`config.mk`:
```
export PLATFORM = sky130hd
export DESIGN_NAME = ps2_key_decoder
export DESIGN_NICKNAME = d
export VERILOG_FILES = /design/src/rtl/ps2_pkg.sv /design/src/rtl/ps2_event_fifo.sv /design/src/rtl/ps2_key_decoder.sv
export SDC_FILE = /design/constraint.sdc
export NUM_CORES = 1
export LEC_CHECK = 0
export CAP_MARGIN = 20
export CORE_MARGIN = 2
export CORE_UTILIZATION = 30
export DETAILED_ROUTE_END_ITERATION = 12
export GPL_ROUTABILITY_DRIVEN = 0
export SYNTH_ARGS = -nofsm -noshare
export SYNTH_HDL_FRONTEND = slang
export SYNTH_SLANG_ARGS = --single-unit
export TNS_END_PERCENT = 5
```
`constraint.sdc`:
```
create_clock -name CLOCK -period 3.7 [get_ports CLOCK]
set_input_delay 0.555 -clock CLOCK [delete_from_list [all_inputs] [get_ports CLOCK]]
set_output_delay 0.555 -clock CLOCK [all_outputs]
set_load 0.05 [all_outputs]
```
`src/rtl/ps2_pkg.sv`:
```
// Shared scancode constants, the key event record and the set-2 scancode to
// ASCII lookup used by the PS/2 key decoder.
package ps2_pkg;

    localparam logic [7:0] SC_E0     = 8'hE0;
    localparam logic [7:0] SC_F0     = 8'hF0;
    localparam logic [7:0] SC_LSHIFT = 8'h12;
    localparam logic [7:0] SC_RSHIFT = 8'h59;
    localparam logic [7:0] SC_CAPS   = 8'h58;
    localparam logic [7:0] SC_SPACE  = 8'h29;
    localparam logic [7:0] SC_ENTER  = 8'h5A;
    localparam logic [7:0] SC_BKSP   = 8'h66;

    typedef struct packed {
        logic       ext;
        logic       brk;
        logic [7:0] code;
        logic [7:0] ascii;
    } ps2_event_t;

    // Letters come back lowercase unless upper is set; unmapped codes give 0.
    function automatic logic [7:0] sc_to_ascii(input logic [7:0] code, input logic upper);
        logic [7:0] ch;
        ch = 8'h00;
        case (code)
            8'h1C: ch = 8'h61; 8'h32: ch = 8'h62; 8'h21: ch = 8'h63; 8'h23: ch = 8'h64;
            8'h24: ch = 8'h65; 8'h2B: ch = 8'h66; 8'h34: ch = 8'h67; 8'h33: ch = 8'h68;
            8'h43: ch = 8'h69; 8'h3B: ch = 8'h6A; 8'h42: ch = 8'h6B; 8'h4B: ch = 8'h6C;
            8'h3A: ch = 8'h6D; 8'h31: ch = 8'h6E; 8'h44: ch = 8'h6F; 8'h4D: ch = 8'h70;
            8'h15: ch = 8'h71; 8'h2D: ch = 8'h72; 8'h1B: ch = 8'h73; 8'h2C: ch = 8'h74;
            8'h3C: ch = 8'h75; 8'h2A: ch = 8'h76; 8'h1D: ch = 8'h77; 8'h22: ch = 8'h78;
            8'h35: ch = 8'h79; 8'h1A: ch = 8'h7A;
            8'h45: ch = 8'h30; 8'h16: ch = 8'h31; 8'h1E: ch = 8'h32; 8'h26: ch = 8'h33;
            8'h25: ch = 8'h34; 8'h2E: ch = 8'h35; 8'h36: ch = 8'h36; 8'h3D: ch = 8'h37;
            8'h3E: ch = 8'h38; 8'h46: ch = 8'h39;
            SC_SPACE: ch = 8'h20;
            SC_ENTER: ch = 8'h0D;
            SC_BKSP:  ch = 8'h08;
            default:  ch = 8'h00;
        endcase
        if (upper && ch >= 8'h61 && ch <= 8'h7A) begin
            ch = ch - 8'h20;
        end
        return ch;
    endfunction

endpackage

```
`src/rtl/ps2_event_fifo.sv`:
```
// Synchronous FIFO with full/empty flags; a push on a full FIFO is accepted
// only when a pop happens on the same edge.
module ps2_event_fifo #(
    parameter int DEPTH = 4,
    parameter int WIDTH = 18
) (
    input  logic             CLOCK,
    input  logic             rst,
    input  logic             push,
    input  logic [WIDTH-1:0] push_data,
    input  logic             pop,
    output logic [WIDTH-1:0] pop_data,
    output logic             full,
    output logic             empty
);
    localparam int AW = $clog2(DEPTH);
    localparam logic [AW:0] PTR_ONE = 1;

    logic [WIDTH-1:0] mem [DEPTH];
    logic [AW:0]      wr_ptr;
    logic [AW:0]      rd_ptr;
    logic             do_push;
    logic             do_pop;

    // Extra pointer bit distinguishes full from empty when the indexes match.
    assign empty   = (wr_ptr == rd_ptr);
    assign full    = (wr_ptr[AW] != rd_ptr[AW]) && (wr_ptr[AW-1:0] == rd_ptr[AW-1:0]);
    assign do_pop  = pop && !empty;
    assign do_push = push && (!full || do_pop);
    assign pop_data = mem[rd_ptr[AW-1:0]];

    always_ff @(posedge CLOCK) begin
        if (rst) begin
            wr_ptr <= '0;
            rd_ptr <= '0;
        end else begin
            if (do_push) wr_ptr <= wr_ptr + PTR_ONE;
            if (do_pop)  rd_ptr <= rd_ptr + PTR_ONE;
        end
    end

    always_ff @(posedge CLOCK) begin
        if (do_push) mem[wr_ptr[AW-1:0]] <= push_data;
    end

endmodule

```
`src/rtl/ps2_key_decoder.sv`:
```
// Turns PS/2 receiver code_vector changes into make/break key events with
// Shift/Caps tracking and ASCII, buffered in a small event FIFO.
module ps2_key_decoder #(
    parameter int FIFO_DEPTH = 4
) (
    input  logic        CLOCK,
    input  logic        rst,
    input  logic [15:0] code_vector,
    input  logic [1:0]  ERR_CODE,
    output logic        ev_valid,
    input  logic        ev_ready,
    output logic [7:0]  ev_code,
    output logic        ev_ext,
    output logic        ev_break,
    output logic [7:0]  ev_ascii,
    output logic        shift_active,
    output logic        caps_lock,
    output logic        overflow,
    output logic [7:0]  err_count
);
    import ps2_pkg::*;

    logic [15:0] prev_cv;
    logic        ext_pend, ext_pend_nxt;
    logic        lshift_held, rshift_held;
    logic        lshift_nxt, rshift_nxt, caps_nxt;
    logic        change, rx_err;
    logic        cls_valid, cls_ext, cls_brk;
    logic [7:0]  lo, hi;
    ps2_event_t  push_ev, head_ev;
    logic        fifo_full, fifo_empty;

    assign lo     = code_vector[7:0];
    assign hi     = code_vector[15:8];
    assign change = (code_vector != prev_cv);
    assign rx_err = |ERR_CODE;

    always_comb begin
        cls_valid    = 1'b0;
        cls_ext      = 1'b0;
        cls_brk      = 1'b0;
        ext_pend_nxt = ext_pend;
        if (rx_err) begin
            ext_pend_nxt = 1'b0;
        end else if (change) begin
            // A lone prefix byte only arms the extended flag for the next key.
            if (lo == SC_E0 || lo == SC_F0) begin
                if (code_vector == 16'h00E0 || code_vector == 16'hE0F0) ext_pend_nxt = 1'b1;
            end else if (hi == SC_F0) begin
                cls_valid    = 1'b1;
                cls_brk      = 1'b1;
                cls_ext      = ext_pend;
                ext_pend_nxt = 1'b0;
            end else if (hi == SC_E0) begin
                cls_valid    = 1'b1;
                cls_ext      = 1'b1;
                ext_pend_nxt = 1'b0;
            end else if (hi == 8'h00) begin
                cls_valid    = 1'b1;
                ext_pend_nxt = 1'b0;
            end else begin
                ext_pend_nxt = 1'b0;
            end
        end
    end

    always_comb begin
        lshift_nxt = lshift_held;
        rshift_nxt = rshift_held;
        caps_nxt   = caps_lock;
        if (cls_valid && !cls_ext) begin
            if (lo == SC_LSHIFT) lshift_nxt = !cls_brk;
            if (lo == SC_RSHIFT) rshift_nxt = !cls_brk;
            if (lo == SC_CAPS && !cls_brk) caps_nxt = !caps_lock;
        end
        push_ev.ext   = cls_ext;
        push_ev.brk   = cls_brk;
        push_ev.code  = lo;
        push_ev.ascii = (cls_brk || cls_ext) ? 8'h00
                        : sc_to_ascii(lo, (lshift_nxt | rshift_nxt) ^ caps_nxt);
    end

    always_ff @(posedge CLOCK) begin
        if (rst) begin
            prev_cv     <= 16'h0000;
            ext_pend    <= 1'b0;
            lshift_held <= 1'b0;
            rshift_held <= 1'b0;
            caps_lock   <= 1'b0;
            overflow    <= 1'b0;
            err_count   <= 8'h00;
        end else begin
            prev_cv     <= code_vector;
            ext_pend    <= ext_pend_nxt;
            lshift_held <= lshift_nxt;
            rshift_held <= rshift_nxt;
            caps_lock   <= caps_nxt;
            if (cls_valid && fifo_full && !ev_ready) overflow <= 1'b1;
            if (rx_err && err_count != 8'hFF) err_count <= err_count + 8'h01;
        end
    end

    // Handshake: ev_valid means the head is a real event and ev_* hold it
    // steady; the head is consumed on any edge where ev_valid && ev_ready.
    ps2_event_fifo #(
        .DEPTH (FIFO_DEPTH),
        .WIDTH ($bits(ps2_event_t))
    ) u_fifo (
        .CLOCK     (CLOCK),
        .rst       (rst),
        .push      (cls_valid),
        .push_data (push_ev),
        .pop       (ev_ready),
        .pop_data  (head_ev),
        .full      (fifo_full),
        .empty     (fifo_empty)
    );

    assign ev_valid     = !fifo_empty;
    assign ev_code      = fifo_empty ? 8'h00 : head_ev.code;
    assign ev_ext       = !fifo_empty && head_ev.ext;
    assign ev_break     = !fifo_empty && head_ev.brk;
    assign ev_ascii     = fifo_empty ? 8'h00 : head_ev.ascii;
    assign shift_active = lshift_held | rshift_held;

endmodule

```
==> results of run 1 <==
-- metrics by stage --
stage,std cells,hold WS (ns),utilization (%),setup WS (ns),total power [mW]
floorplan,470,0.484,-,0.837,1.48
global placement,754,0.474,35.7,0.164,1.58
detailed placement,754,0.483,35.7,0.0329,1.58
CTS,770,0.501,37.4,0.423,2.54
global route,770,0.542,37.4,0.167,2.60
finish,770,0.487,37.4,0.422,2.49
-- kinds of logic after synthesis --
group           share of synthesized area (%)
compound gates                           9.11
xor+xnor                                 5.12
fa+ha+maj                                3.20
buf+inv                                  3.07
flops                                    53.1
mux                                      8.72
simple gates                             17.7
-- cells in the final DEF (no fill, tap or decap), drive strengths merged, types with 4 or more instances in the layout --
cell            n
a21oi          15
a31oi           4
and2            7
and3            6
buf            30
clkbuf          9
clkdlybuf4s50  50
clkinv          4
dfxtp          37
edfxtp         72
ha             14
inv            18
mux2i           6
mux4           18
nand2          20
nand2b         11
nand3           8
nand3b          5
nand4           8
nor2           48
nor2b          39
nor3            7
nor4            7
o21ai          15
o31a            4
xnor2           7
xor2           25
-- registers in the layout, summed over array words and instances, names as in the netlist, named ones only --
| name | flops |
|---|---|
| lshift_held | 1 |
| u_fifo.rd_ptr | 3 |
| u_fifo.wr_ptr | 3 |
| ext_pend | 1 |
| overflow | 1 |
| u_fifo.mem | 72 |
| err_count | 8 |
| prev_cv | 16 |
| caps_lock | 1 |
| rshift_held | 1 |
-- power by group --
group	switching (mW)	internal, mW	total, mW
clock network	0.462	0.478	0.940
logic	0.141	0.0999	0.241
registers	0.00743	1.30	1.31
total	0.611	1.88	2.49
-- per-layer routing --
layer / vias up / global-route usage, % / wire length [µm]
li1: 1861 / - / -
met1: 1840 / 16.7 / 5580
met2: 94 / 22.4 / 6100
met3: 14 / 3.07 / 490
met4: 0 / 4.68 / 211
met5: - / 0 / 0
-- final timing paths --
check,to,slack [ns]
setup / recovery,u_fifo.mem[3][5]$_DFFE_PP_,0.42
hold / removal,overflow$_SDFFE_PP0P_,0.49
setup reg to reg,u_fifo.mem[3][5]$_DFFE_PP_,1.22
hold reg to reg,overflow$_SDFFE_PP0P_,0.49
-- tightest hold or removal path, stage by stage (launching register included) --
cell     delay (ns)
dfxtp_1        0.34
a21oi_1        0.04
nor2_1         0.07
-- final cells by class --
type	instances	area share (%)
inverter	15	0.841
multi-input combinational	321	35.8
clock buffer	9	3.36
sequential	109	43.3
tap	229	4.28
clock inverter	7	1.14
timing repair buffer	80	11.2
==> reports/results.txt, run 1 <==
count leader, synth: edfxtp_1
Initial Utilization: 30.5%
final layout net count: 571
Post-DRT Antenna Nets: 0
Syn Area/Cell: 11.6 µm²
CP max stage cell: clkdlybuf4s50_1
CP startpoint: code_vector[1]
clk buf depth: 2
Mapped Nets: 505
CP top delay family: compound AO/OA/AOI/OAI gates
Clock Sinks: 109
Syn-to-layout area delta: 22.4%
buffers added on ports: 50
cell row count: 49
Max Clock Skew: 0.00901 ns
vias post-DR: 3,809
Setup TNS: 0 ns
FF-to-FF Start: prev_cv[1]$_SDFF_PP0_
R2R cell count: 8
Avg WL per Cell: 16.1 µm
layout cell share with drive strength beyond 1: 13.3%
Largest stage delay, worst path: 0.53 ns
io pins: 51
Synth async-reset ratio: 0%
Ant. Diodes: 0
Max Cap Violations: 0
most instantiated cells after synthesis: edfxtp_1 (72), nor2_1 (48), nor2b_1 (39)
die height: 139 µm
Resize count post-CTS: 0
design area: 6700 µm²
DR vias/cell: 4.95
Placement Cell Area: 6390 µm²
Layout fillers: 1,740
DP HPWL: 8.87 mm
Pwr per Cell Area: 372 nW/µm²
Least-Margin Pin Slew: 0.576 ns
relative slew slack: 61.4%
WP data arrival: 3.38 ns
Fmax: 0.305 GHz
Hold Path Origin: overflow$_SDFFE_PP0P_
Yosys top cell area share: 39.5%
Clock Latency Late Sink: 0.35 ns
first-pass GRT wire length: 20.3 mm
top_reg_cell synth: edfxtp_1
initial antenna violation count: 0
Post-CTS Setup Inserts: 0
CTS tree: done
Final setup viols: 0
core outline area: 17,900 µm²
data required time of the worst path: 3.80 ns
DRT iter0 DRCs: 344
startpoint types: input port
Mapped Area: 5470 µm²
fin crit period: 3.28 ns
area taken by multi-input logic gates: 2400 µm²
Register Area: 2900 µm²
Post-synth EDFFs: 72
Crit. path cell count: 10
Leak: 2.34 nW
Total GRT Usage: 13.3%
maximum number of pins on one net before global-route repair: 37
vias in the first global route: 3,867
CTS clk-pin slew, worst paths: 0.07 ns
Root Buffer: clkbuf_16
Die ar.: 19,300 µm²
Die X: 139 µm
H-tree lvl count: 3
synth top area cells: edfxtp_1 (40%), dfxtp_1 (14%), mux4_2 (7.4%), nor2b_1 (4.5%), xor2_1 (4.0%)
largest area contributor in the netlist: edfxtp_1
drt first pass iters: 4
Remaining DRCs: 0
hold_buf cts: 0
total CTS buffers: 9
CP endpoint kind: register
outcome: finished clean
grt total ovfl: 0
Setup Crit Path Kind: input port to register
worst vdd ir: 225 µV
total wire length: 12.4 mm
CP bufs+invs: 2
Ys Warns: 0
Slew Limit Fails: 0
Synth Register Bits: 109
largest fanout on the critical path: 14
cells after synthesis: 470
unrepaired setup endpoints after global routing: no
Final Hold Fails: 0
WHS Path Cells: 2
worst hold path type: register to register
period utilisation layout: 88.6%
cells along the critical path: clkdlybuf4s50_1, buf_4, nand2b_1, a21boi_0, o21ai_0, a221o_1, a21o_1, o31ai_1, a31oi_1, a311oi_1
Distinct cells, synth: 65
Seq/Total Area, Yosys: 53.1%
(Power assumes the default switching activity.)
==> inputs of run 2 (changes only) <==
CORE_UTILIZATION = 31   (was 30)
==> run 2 against run 1 <==
Worst hold slack better by 0.0095 ns; via count about the same; setup slack better by 0.075 ns; non-clock buffer count down 7; highest routed layer unchanged.
==> reports/results.txt, run 2 (synthesis results as in run 1) <==
Ant. Diodes: 0 (unchanged)
leading cell types in the layout, fill and taps excluded: edfxtp_1 (72), clkdlybuf4s50_1 (50), nor2_1 (48)
buffers added on ports: 50 (unchanged)
Largest stage delay, worst path: 0.48 ns (-0.05 ns)
RR Endpoint: u_fifo.mem[3][5]$_DFFE_PP_
CP startpoint: code_vector[0]
DRT iter0 DRCs: 344 (unchanged)
Die ar.: 18,700 µm² (-3.1%)
Largest register FFs: 72 (unchanged)
Post-DRT Antenna Nets: 0 (unchanged)
die height: 137 µm (-1.6%)
cell row count: 48 (-2.0%)
unrepaired setup endpoints after global routing: no
Post-CTS Setup Inserts: 0 (unchanged)
Max Clock Skew: 0.0101 ns (+0.00109 ns)
Placement Cell Area: 6360 µm² (-0.51%)
CTS tree: done
CP max stage cell: a311oi_1
Final Hold Fails: 0 (unchanged)
cells along the critical path: clkdlybuf4s50_1, inv_1, ha_1, nor2b_1, a2111oi_0, or3_1, o31a_1, o21a_1, o31ai_1, a31oi_1, a311oi_1
CP endpoint kind: register
core outline area: 17,300 µm² (-3.4%)
Root Buffer: clkbuf_16
Pwr per Cell Area: 381 nW/µm² (+2.3%)
Clock Latency Late Sink: 0.35 ns (about the same)
data required time of the worst path: 3.80 ns (about the same)
Leak: 2.33 nW (-0.66%)
CTS clk-pin slew, worst paths: 0.07 ns (about the same)
DP HPWL: 8.30 mm (-6.5%)
Die X: 137 µm (-1.6%)
maximum number of pins on one net before global-route repair: 48 (+30%)
FF-to-FF Start: prev_cv[1]$_SDFF_PP0_
total CTS buffers: 9 (unchanged)
worst hold slack: 0.496 ns (+0.00953 ns)
H-tree lvl count: 3 (unchanged)
Hold Path Origin: overflow$_SDFFE_PP0P_
total wire length: 12.0 mm (-3.3%)
startpoint types: input port
design area: 6680 µm² (-0.22%)
outcome: finished clean
Resize count post-CTS: 0 (unchanged)
PnR worst setup slack: 0.497 ns (+0.0753 ns)
Slew Limit Fails: 0 (unchanged)
Fmax: 0.312 GHz (+2.3%)
hold_buf cts: 0 (unchanged)
Max Cap Violations: 0 (unchanged)
worst vdd ir: 227 µV (+0.62%)
fin crit period: 3.20 ns (-0.0753 ns)
placed cells: 743 (-1.5%)
Pwr Total: 2.55 mW (+2.1%)
vias in the first global route: 3,708 (-4.1%)
Final Util: 38.6% (+1.2 points)
io pins: 51 (unchanged)
R2R cell count: 9 (+1)
worst hold endpoint: overflow$_SDFFE_PP0P_
grt total ovfl: 0 (unchanged)
largest fanout on the critical path: 6 (-8)
Clock Sinks: 109 (unchanged)
most common cell after layout, fill and taps aside: edfxtp_1
Initial Utilization: 31.6% (+1.1 points)
first-pass GRT wire length: 19.2 mm (-5.4%)
drt first pass iters: 5 (+1)
Syn-to-layout area delta: 22.2%
Final setup viols: 0 (unchanged)
vias post-DR: 3,806 (-0.079%)
Remaining DRCs: 0 (unchanged)
Total GRT Usage: 13.4% (+0.15 points)
worst hold path type: register to register
DR vias/cell: 5.01 (+1.4%)
reg2reg setup slack: 1.19 ns (-0.03 ns)
layout cell share with drive strength beyond 1: 12.2% (-1.1 points)
Avg WL per Cell: 15.8 µm (-1.9%)
Setup TNS: 0 ns (unchanged)
Finished Layout Cells: 759 (-1.4%)
period utilisation layout: 86.6% (-2.0 points)
WP data arrival: 3.30 ns (-0.08 ns)
dpl ws: 0.125 ns (+0.0921 ns)
WHS Path Cells: 2 (unchanged)
Least-Margin Pin Slew: 0.580 ns (+0.00434 ns)
initial antenna violation count: 0 (unchanged)
final layout net count: 564 (-1.2%)
clk buf depth: 2 (unchanged)
relative slew slack: 61.1% (-0.29 points)
Setup Crit Path Kind: input port to register
## run 2: changes by cell type in the layout (fill, tap and decap cells not counted)
| cell | delta |
|---|---|
| inv_6 | -2 |
| buf_12 | +2 |
| buf_4 | -9 |
| clkinv_2 | +1 |
| bufinv_16 | +1 |
## run 2: report_power, final
part           leakage (nW)  internal [mW]  total, mW  switching, mW
Sequential            0.982           1.30       1.31        0.00733
Clock                 0.156          0.540      0.995          0.456
Combinational          1.19         0.0978      0.238          0.140
## run 2: cell type report
class | count | area, µm²
flip-flops and latches | 109 | 2900
well taps | 225 | 282
clock inverters | 7 | 93.8
inverters | 15 | 56.3
repair buffers | 73 | 723
fillers | 1679 | 10600
multi-input cells | 321 | 2400
clock buffers | 9 | 225
## run 2: per-layer routing
layer  track usage, %  wire length (µm)  vias up
li1                 -                 -     1847
met1             17.3              5480     1823
met2             22.4              5730      121
met3             2.96               603       15
met4             4.35               159        0
met5                0                 0        -
## run 2: critical path, delay by kind of cell
| kind | cells | cell delay, ns |
|---|---|---|
| simple gates | 2 | 0.62 |
| compound gates | 6 | 1.33 |
| buf+inv | 2 | 0.59 |
| fa+ha+maj | 1 | 0.20 |
## run 2: how the worst max path moves through the flow
| stage | slack, ns | endpoint |
|---|---|---|
| global route | 0.23 | u_fifo.mem[3][5]$_DFFE_PP_ |
| CTS | 0.50 | u_fifo.mem[3][5]$_DFFE_PP_ |
| floorplan | 0.84 | u_fifo.mem[0][5]$_DFFE_PP_ |
| finish | 0.50 | u_fifo.mem[3][5]$_DFFE_PP_ |
| detailed placement | 0.12 | u_fifo.mem[1][5]$_DFFE_PP_ |
| global placement | 0.23 | u_fifo.mem[0][6]$_DFFE_PP_ |
